[src/rtl/run_detect_pkg.sv]
// ---------------------------------------------------------------------------
// run_detect_pkg
// Shared definitions for the run-length detector family.
//   MODE_*   : polarity-mode encodings on the 2-bit mode input.
//   sat_min  : saturating minimum. It clamps a run length to its ceiling.
// ---------------------------------------------------------------------------
package run_detect_pkg;

    localparam logic [1:0] MODE_BOTH  = 2'b00;
    localparam logic [1:0] MODE_ONES  = 2'b01;
    localparam logic [1:0] MODE_ZEROS = 2'b10;
    localparam logic [1:0] MODE_OFF   = 2'b11;

    function automatic int unsigned sat_min(input int unsigned a, input int unsigned b);
        return (a < b) ? a : b;
    endfunction

endpackage

[src/rtl/run_detect_n_sat_counter.sv]
// ---------------------------------------------------------------------------
// sat_counter
// Saturating up-counter with synchronous clear.
//   clk : rising-edge clock
//   rst : synchronous, active-low reset
//   clr : synchronous clear. It has priority over inc.
//   inc : count enable. Adds one per cycle and stops at all-ones.
//   q   : registered count
// ---------------------------------------------------------------------------
module sat_counter #(
    parameter int W = 8
) (
    input  logic         clk,
    input  logic         rst,
    input  logic         clr,
    input  logic         inc,
    output logic [W-1:0] q
);

    logic [W-1:0] r_q;

    always_ff @(posedge clk) begin
        if (!rst) begin
            r_q <= '0;
        end else if (clr) begin
            r_q <= '0;
        end else if (inc && (r_q != {W{1'b1}})) begin
            r_q <= r_q + W'(1);
        end
    end

    assign q = r_q;

endmodule

[src/rtl/run_detect_n.sv]
// ---------------------------------------------------------------------------
// run_detect_n
// Mealy detector for RUN_LEN consecutive identical bits on a serial input.
// Detection overlaps: after a run reaches RUN_LEN, each further equal bit
// produces another hit.
//   clk     : rising-edge clock
//   rst     : synchronous, active-low reset
//   en      : sample qualifier. x is consumed only when en=1.
//   x       : serial data bit
//   mode    : 00 both polarities, 01 ones, 10 zeros, 11 masked
//   clr     : synchronous clear of hit_cnt
//   y       : hit flag. It is combinational from state, x, en and mode.
//   y_bit   : polarity of the current hit. It is 0 when there is no hit.
//   run_len : registered length of the current run, saturating at RUN_LEN
//   hit_cnt : registered hit count, saturating at all-ones
// ---------------------------------------------------------------------------
module run_detect_n
    import run_detect_pkg::*;
#(
    parameter int RUN_LEN = 3,
    parameter int CNT_W   = 8,
    parameter int RL_W    = $clog2(RUN_LEN + 1)
) (
    input  logic             clk,
    input  logic             rst,
    input  logic             en,
    input  logic             x,
    input  logic [1:0]       mode,
    input  logic             clr,
    output logic             y,
    output logic             y_bit,
    output logic [RL_W-1:0]  run_len,
    output logic [CNT_W-1:0] hit_cnt
);

    logic            r_last_bit;
    logic [RL_W-1:0] r_run_len;

    // The effective length is one bit wider than the stored length.
    // run_len+1 then cannot wrap when run_len already equals RUN_LEN.
    logic [RL_W:0]   w_eff;
    logic            w_len_hit;
    logic            w_mode_ok;
    logic            w_y;
    logic [RL_W-1:0] w_run_len_next;

    // A zero run_len means there is no history. The first sampled bit then
    // starts a new run, whatever last_bit holds.
    assign w_eff = ((r_run_len != '0) && (x == r_last_bit))
                 ? ({1'b0, r_run_len} + (RL_W+1)'(1))
                 : (RL_W+1)'(1);

    assign w_len_hit = (w_eff >= (RL_W+1)'(RUN_LEN));

    always_comb begin
        w_mode_ok = 1'b0;
        case (mode)
            MODE_BOTH:  w_mode_ok = 1'b1;
            MODE_ONES:  w_mode_ok = x;
            MODE_ZEROS: w_mode_ok = ~x;
            default:    w_mode_ok = 1'b0;
        endcase
    end

    assign w_y   = en & rst & w_mode_ok & w_len_hit;
    assign y     = w_y;
    assign y_bit = w_y & x;

    assign w_run_len_next = RL_W'(sat_min(int'(unsigned'(w_eff)), RUN_LEN));

    // Run tracking does not depend on mode. A masked or wrong-polarity bit
    // still extends or restarts the run.
    always_ff @(posedge clk) begin
        if (!rst) begin
            r_last_bit <= 1'b0;
            r_run_len  <= '0;
        end else if (en) begin
            r_last_bit <= x;
            r_run_len  <= w_run_len_next;
        end
    end

    assign run_len = r_run_len;

    sat_counter #(
        .W (CNT_W)
    ) u_hit_cnt (
        .clk (clk),
        .rst (rst),
        .clr (clr),
        .inc (w_y),
        .q   (hit_cnt)
    );

endmodule

[config.mk]
export PLATFORM = sky130hd
export DESIGN_NAME = run_detect_n
export DESIGN_NICKNAME = d
export VERILOG_FILES = /design/src/rtl/run_detect_pkg.sv /design/src/rtl/run_detect_n_sat_counter.sv /design/src/rtl/run_detect_n.sv
export SDC_FILE = /design/constraint.sdc
export NUM_CORES = 1
export LEC_CHECK = 0
export CAP_MARGIN = 20
export CORE_MARGIN = 2
export CORE_UTILIZATION = 40
export DETAILED_ROUTE_END_ITERATION = 10
export PLACE_DENSITY_LB_ADDON = 0.2
export SYNTH_ARGS = -nofsm -noshare
export SYNTH_HDL_FRONTEND = slang
export SYNTH_SLANG_ARGS = --single-unit
[constraint.sdc]
create_clock -name clk -period 2.3 [get_ports clk]
set_clock_uncertainty 0.05 [all_clocks]
set_input_delay 0.23 -clock clk [delete_from_list [all_inputs] [get_ports clk]]
set_output_delay 0.23 -clock clk [all_outputs]
set_load 0.01 [all_outputs]
# Yosys cells after proc, flatten, opt, wreduce, memory -nomap -nowiden
# Index checks and enable logic that the tools add are counted.
# W data, S select, Z words.
# word_totals
reg_bits	11
inputBits	7
output_inout_bits	12
elab_cells	25
# op_classes
n_addsub	2
order_cmp	2
eq_ne	4
n_mux	3
bitwise	6
n_reduce_logical	5
# op_table
op	n
$add A8 B1 Y8 const B	1
$ne A8 B8 Y1 const B	1
$and A1 B1 Y1	4
$add A2 B1 Y3 const B	1
$ge A3 B2 Y1 const B	1
$lt A3 B2 Y1 const B	1
$mux W3	1
$pmux W1 S3	1
$eq A2 B1 Y1 const B	1
$eq A2 B2 Y1 const B	1
$logic_and A1 B1 Y1	2
$logic_not A2 Y1	1
$mux W2	1
$not A1 Y1	2
$reduce_bool A2 Y1	1
$reduce_or A2 Y1	1
$eq A1 B1 Y1	1

# Longest topological paths before layout
# Gate-level depths: netlist (run 1).
# depth
word_depth	6
ltp_mapped	7
mapped_depth_nobuf	7

# Cells and area by module
# From an unflattened synthesis (run 1), not the netlist that was laid out.
# unflattened
cells_unflattened	70
hier_area_um2	635.6
# modules_own_cells
mod	instances	cells_each	area_each_um2	seq_area_each_um2
sat_counter	1	46	421.7	160.2
run_detect_n	1	24	214.0	60.1

# Least setup slack after synthesis (run 1)
# Ideal clock, no wire load.
# synth_timing
path_kind	register to register
start	reg r_run_len[0], in the netlist run_len[0]
end	reg u_hit_cnt.r_q[2], in the netlist u_hit_cnt.q[2]
setup_time_ns	0.135
arrival_ns	1.635
required_ns	2.115
path_slack_ns	0.480
stages_incl_launch_ff	8
n_path_buf	1
synth_period_minus_slack_ns	1.820
path_cell_list	dfxtp_1 -> inv_1 -> ha_1 -> and3b_1 -> o2111ai_2 -> buf_4 -> o311ai_0 -> o41ai_1
# synth_between
elab_chain_len	6
elab_cells_between_ends	7
cone_classes	add/sub: 1; order compare: 1; mux: 1; bitwise: 1; reduce/logical: 3
# synth_rtl
element	line_no	text
start, declared	run_detect_n.sv:37	logic [RL_W-1:0] r_run_len;
start signal, assigned	run_detect_n.sv:79	r_run_len <= w_run_len_next;
parallel branches: the longest is 2 deep, another holds $add A2 B1 Y3	n/a	
$mux W3 *	run_detect_n.sv:50	? ({1'b0, r_run_len} + (RL_W+1)'(1))
$ge A3 B2 Y1 *	run_detect_n.sv:53	assign w_len_hit = (w_eff >= (RL_W+1)'(RUN_LEN));
$and A1 B1 Y1 *	run_detect_n.sv:65	assign w_y = en & rst & w_mode_ok & w_len_hit;
$logic_and A1 B1 Y1 *	run_detect_n_sat_counter.sv:27	end else if (inc && (r_q != {W{1'b1}})) begin
end signal, assigned	run_detect_n_sat_counter.sv:28	r_q <= r_q + W'(1);
end, declared	run_detect_n_sat_counter.sv:20	logic [W-1:0] r_q;
# Mark *: on every way between the ends.
# A chain may end at the register's enable or synchronous reset.

# Final worst setup path (run 1)
# layout_timing
start	reg r_run_len[0], in the netlist run_len[0]
end	out y
# layout_between
elab_chain_len	5
elab_cells_between_ends	6
cone_classes	add/sub: 1; order compare: 1; mux: 1; bitwise: 1; reduce/logical: 2
# layout_rtl
element	line_no	text
parallel branches: the longest is 2 deep, another holds $add A2 B1 Y3	n/a	
$mux W3 *	run_detect_n.sv:50	
$ge A3 B2 Y1 *	run_detect_n.sv:53	
$and A1 B1 Y1 *	run_detect_n.sv:65	
end, declared	run_detect_n.sv:30	output logic y,
# Marks and branches as above.

==> impl_metrics.json, run 1 <==
{
  "coreArea_sq_um": 1490,
  "post_drt_via_cell_ratio": 5.58,
  "cts_setup_buffers": 0,
  "rsz0062_at_grt": "no",
  "async_flop_share_pct": 0,
  "ys_seq_elements": 11,
  "hold_path.class": "reg2reg",
  "start_util_pct": 41.8,
  "status": "finished, final reports clean",
  "die_x_um": 43.5,
  "syn_avg_cell_area_sq_um": 8.78,
  "synthCells": 71,
  "setup_viol_count_final": 0,
  "grt_max_degree": 13,
  "first_pass_iters": 4,
  "area_delta_synth_final_pct": 40.2,
  "p_leak_nw": 0.323,
  "r2r_slack_ps": 350,
  "synth.distinct_cells": 31,
  "fmaxAchievable_ghz": 0.478,
  "yosysSeqAreaShare_pct": 35.3,
  "ctsHoldBuffers": 0,
  "path_clk_slew_ps": 70,
  "power_density_nw_per_um2": 434,
  "max-slew-margin-rel_pct": 65.1,
  "synth_top_family_by_area": "simple AND/OR/NAND/NOR gates",
  "worstPathArrival_ps": 1810,
  "synth_ff_type": "dfxtp_1",
  "synth-simple-area-share_pct": 26.1,
  "via_count": 625,
  "die_h_um": 43.5,
  "end_kind": "primary output",
  "finalHoldViolations": 0,
  "fin_setup_tns_ps": 0,
  "start_kind": "register",
  "final_util_pct": 58.7,
  "finalCriticalPeriod_ps": 2090,
  "synthesis.area_sq_um": 623,
  "grt_pass1_vias": 568,
  "synth_compound_area_share_pct": 20.7,
  "synthMuxAreaShare_pct": 4.82,
  "grt_pass1_wl_mm": 2.30,
  "ir_drop_uv": 226,
  "cts_tree": "built",
  "route.detailed.drc": 0,
  "synth_xor_area_share_pct": 2.81,
  "worstPathMaxFanout": 6,
  "crit_required_ps": 2020,
  "die-area_sq_um": 1890,
  "gp_congestion": 0.788,
  "drt_first_iter_violations": 11,
  "final_common_cell": "clkdlybuf4s50_1",
  "mostFrequentLayoutCells": "clkdlybuf4s50_1, dfxtp_1, inv_1, nor3_1, a21oi_1",
  "ctsRootBufferMaster": "clkbuf_4",
  "routedWlPerCell_um": 12.9,
  "clock_tree.buffer_depth": 2,
  "finalNetCount": 107,
  "rows": 14,
  "maxCapViolations": 0,
  "cts_resized": 4,
  "clock-sinks": 11,
  "pin_count": 19,
  "drt-total-wl_mm": 1.44,
  "yosys_warnings": 0,
  "slew_violations": 0,
  "grtUsageTotal_pct": 17.1,
  "cts.htree.levels": 1,
  "worst_pin_slew_ps": 521,
  "cts_buffers": 3,
  "grt.overflow.total": 0,
  "hpwl_mm": 1.09,
  "synth_nets": 81,
  "synth_edf_count": 0,
  "drive_gt1_share_pct": 9.38,
  "insertion_delay_ps": 280,
  "antenna_cells": 0,
  "period_share_pct": 90.9,
  "path_class": "reg2out",
  "place.port_buffers": 18,
  "synth_fa_ha_area_share_pct": 6.02,
  "antenna_found_initial": 0,
  "ant_nets": 0
}
[area by class of cell]
type | instances | area (sq um)
Timing Repair Buffer | 22 | 208
Sequential cell | 11 | 224
Inverter | 5 | 18.8
Fill cell | 148 | 616
Multi-Input combinational cell | 54 | 377
Clock buffer | 4 | 26.3
Tap cell | 16 | 20.0
[cell families after synthesis]
logic type,Yosys count
AO/OA/AOI/OAI,18
AND/OR/NAND/NOR,28
multiplexers,3
flip-flops,11
adder cells (fa/ha/maj),3
buffers and inverters,6
XOR/XNOR,2
[report_power, final]
part	internal, mW	switching [mW]	leakage [nW]	total, mW
Sequential	0.193	0.00353	0.0896	0.196
Combinational	0.0255	0.0192	0.219	0.0447
Clock	0.0674	0.0702	0.0150	0.138
[critical path, cell delays in order (launching register included)]
cell,delay (ps)
dfxtp_4,370
inv_1,50
ha_1,300
nor2b_1,140
o2111ai_2,170
inv_1,80
buf_4,150
dlygate4sd2_1,280
[per-stage QoR]
stage	cell area [sq um]	std cells	hold slack, ps	power [mW]	setup slack (ps)
6_report	873	112	430	0.379	210
5_1_grt	873	112	438	0.400	123
4_1_cts	873	112	429	0.384	190
3_5_place_dp	846	108	469	0.246	37.6
3_3_place_gp	846	108	457	0.245	105
2_1_floorplan	623	71	287	0.221	480
[Yosys cell counts (all sizes together) (2+ instances only)]
cell	number	area [sq um]
nand3	4	20.0
ha	3	37.5
and3	2	12.5
o21ai	2	10.0
nor2b	4	25.0
nor3	5	25.0
o31ai	3	22.5
nand4	2	12.5
a21oi	5	25.0
mux2i	3	30.0
nor2	3	11.3
inv	5	18.8
dfxtp	11	220
or4	2	15.0
[layer usage]
metal | vias to the layer above | wire length, um | GRT usage [%] | part of all wire, %
li1 | 321 | - | - | -
met1 | 287 | 700 | 19.9 | 49
met2 | 13 | 649 | 25.7 | 45
met3 | 4 | 59 | 6.25 | 4.1
met4 | 0 | 32 | 12.7 | 2.2
met5 | - | 0 | 0 | 0
[worst paths after layout]
check,startpoint,endpoint,cells past startpoint
worst max register to register,run_len[0],u_hit_cnt.q[4],7
worst min-delay path,run_len[0],run_len[0],1
worst min register to register,run_len[0],run_len[0],1
worst max-delay path,run_len[0],y,7
[state kept, by name (all words and copies together) (netlist names)]
register / cells
run_len: 2
u_hit_cnt.q: 8
r_last_bit: 1
Note: power is estimated with default switching activity, not from simulation.
==> inputs of run 2 (changes only) <==
Settings changed: GPL_ROUTABILITY_DRIVEN set to 1.
==> results of run 2 <==
The final DEF is identical to that of run 1; final timing and power are the same.
==> inputs of run 3 (changes only) <==
Settings changed: SYNTH_HIERARCHICAL set to 1.
==> run 3 against run 2 <==
Combinational power up 32%. Synthesized cell count is 1.4% lower. Die area rose by 1.8%. Critical path type unchanged.
==> impl_metrics.json, run 3 <==
{
  "status": "finished, final reports clean",
  "synth_commonest_cells": "dfxtp_1, a21oi_1, nand2_1",
  "p_leak_nw": 0.365,
  "clock-sinks": 11,
  "drive_gt1_share_pct": 26.3,
  "path_clk_slew_ps": 70,
  "finalHoldViolations": 0,
  "start_kind": "register",
  "synth_ff_type": "dfxtp_1",
  "cts_tree": "built",
  "synth_area_leaders": "dfxtp_1, mux2i_1, ha_1",
  "clock_tree.buffer_depth": 2,
  "die-area_sq_um": 1920,
  "max-slew-margin-rel_pct": 62.3,
  "synthCells": 70,
  "gp_congestion": 0.808,
  "cp_num_buf_inv": 2,
  "antenna_found_initial": 0,
  "finalPower_mw": 0.386,
  "ctsRootBufferMaster": "clkbuf_4",
  "largest_reg_flops": 8,
  "cts.htree.levels": 1,
  "drt-total-wl_mm": 1.52,
  "grt_use_met2_pct": 23.2,
  "ys_seq_elements": 11,
  "timing.hold.ws_ps": 466,
  "yosys.area.top_type_share_pct": 34.6,
  "post_drt_via_cell_ratio": 5.41,
  "hpwl_mm": 1.01,
  "fmaxAchievable_ghz": 0.453,
  "routedWlPerCell_um": 13.2,
  "synth_top_area_cell": "dfxtp_1",
  "area_delta_synth_final_pct": 53.3,
  "start_util_pct": 42.2,
  "grt_pass1_wl_mm": 2.46,
  "die_h_um": 43.9,
  "die_x_um": 43.9,
  "via_count": 622,
  "slowest_delay_ps": 420,
  "final_common_cell": "clkdlybuf4s50_1",
  "yosys_warnings": 6,
  "met1_usage_pct": 25.8,
  "syn_avg_cell_area_sq_um": 9.08,
  "fill_cells": 138,
  "path_class": "reg2out",
  "setup_viol_count_final": 0,
  "async_flop_share_pct": 0,
  "crit_required_ps": 2020,
  "synthesis.area_sq_um": 636,
  "yosysSeqAreaShare_pct": 34.6,
  "coreArea_sq_um": 1510,
  "rsz0062_at_grt": "yes",
  "cpLargestDelayFamily": "compound AO/OA/AOI/OAI gates",
  "synth_nets": 80,
  "path_cells": "inv_4, ha_4, nand2b_4, a2111o_1, a211oi_4, clkdlybuf4s15_1",
  "slew_violations": 0,
  "period_share_pct": 96.0,
  "top_usage_layer": "met1",
  "place.port_buffers": 18,
  "worstPathMaxFanout": 2,
  "synth.distinct_cells": 27,
  "route.detailed.drc": 0,
  "dp_cells": 109,
  "ant_nets": 0,
  "yosysMostFrequentCell": "dfxtp_1",
  "rows": 14,
  "first_pass_iters": 4,
  "grt_max_degree": 10,
  "placed_area_sq_um": 881,
  "power_density_nw_per_um2": 396,
  "grt_pass1_vias": 560,
  "synth_edf_count": 0,
  "antenna_cells": 0,
  "finalNetCount": 110,
  "mostFrequentLayoutCells": "clkdlybuf4s50_1, dfxtp_1, a21oi_1, buf_4, nand2_1",
  "drt_first_iter_violations": 21,
  "grt.overflow.total": 0,
  "final_area_sq_um": 975,
  "cts_buffers": 3,
  "worstPathArrival_ps": 1930,
  "worst_pin_slew_ps": 565,
  "grtUsageTotal_pct": 17.0,
  "use_met3_pct": 4.17,
  "finalCriticalPeriod_ps": 2210,
  "end_kind": "primary output",
  "ir_drop_uv": 316,
  "hold_path.class": "reg2reg",
  "maxCapViolations": 0,
  "insertion_delay_ps": 260,
  "pin_count": 19,
  "fin_cells": 115,
  "critPathSlowestCell": "a2111o_1"
}
## run 3: changes by cell type after synthesis, sizes merged, moves of 3 or more
cell | before | now
nand2 | 1 | 5
nand3 | 4 | 1
o31ai | 3 | 0
nand2b | 1 | 5
and4 | 0 | 5
## run 3: path summary, 6_finish.rpt
| path | from | slack, ps | to | cells past startpoint |
|---|---|---|---|---|
| setup / recovery | run_len[1] | 90 | y | 6 |
| hold / removal | u_hit_cnt/q[1] | 470 | u_hit_cnt/q[1] | 2 |
| setup reg to reg | run_len[1] | 110 | u_hit_cnt/q[5] | 9 |
| hold reg to reg | u_hit_cnt/q[1] | 470 | u_hit_cnt/q[1] | 2 |
## run 3: stage by stage
step                util [%]  setup slack [ps]  setup TNS (ps)
global placement        58.5              20.1               0
floorplan                  -              36.0               0
CTS                     60.0              10.0               0
detailed placement      58.5             -11.2           -15.0
global route            64.7             -38.3           -48.4
finish                  64.7              92.5               0
## run 3: final cells by class
cell class                 instances  area (sq um)  share of cell area [%]
tap                               16          20.0                    2.05
timing repair buffer              25           235                    24.1
sequential                        11           225                    23.1
inverter                           4          17.5                    1.80
multi-input combinational         55           450                    46.2
clock buffer                       4          26.3                    2.70
## run 3: kinds of logic after synthesis
group	Yosys count	share of synthesized area, %
fa+ha+maj	3	5.91
flops	11	34.6
buf+inv	4	2.36
simple gates	30	30.1
mux	4	6.30
xor+xnor	1	1.38
compound gates	17	19.3
## run 3: metal layers
metal  routed length, um  part of all wire, %  up-vias
met1                 770                   51      290
met3                  54                  3.6        0
met2                 693                   46       13
li1                    -                    -      319
met4                   0                    0        0
met5                   0                    0        -
## run 3: power breakdown
part / leakage, nW / internal (mW) / switching (mW) / total, mW
combinational: 0.260 / 0.0336 / 0.0255 / 0.0591
clock: 0.0150 / 0.0670 / 0.0655 / 0.133
sequential: 0.0901 / 0.192 / 0.00204 / 0.194
## run 3: timing repair
| item | CTS | global route |
|---|---|---|
| gates resized for setup | 2 | 15 |
| hold buffers | 0 | 0 |
| setup endpoints to repair | 2 | 7 |
| pin swaps | 0 | 5 |
| buffers inserted | 0 | 2 |
## run 3: tightest hold or removal path: stages (launching register included)
cell,delay [ps]
dfxtp_1,350
nand2_1,70
mux2i_1,50
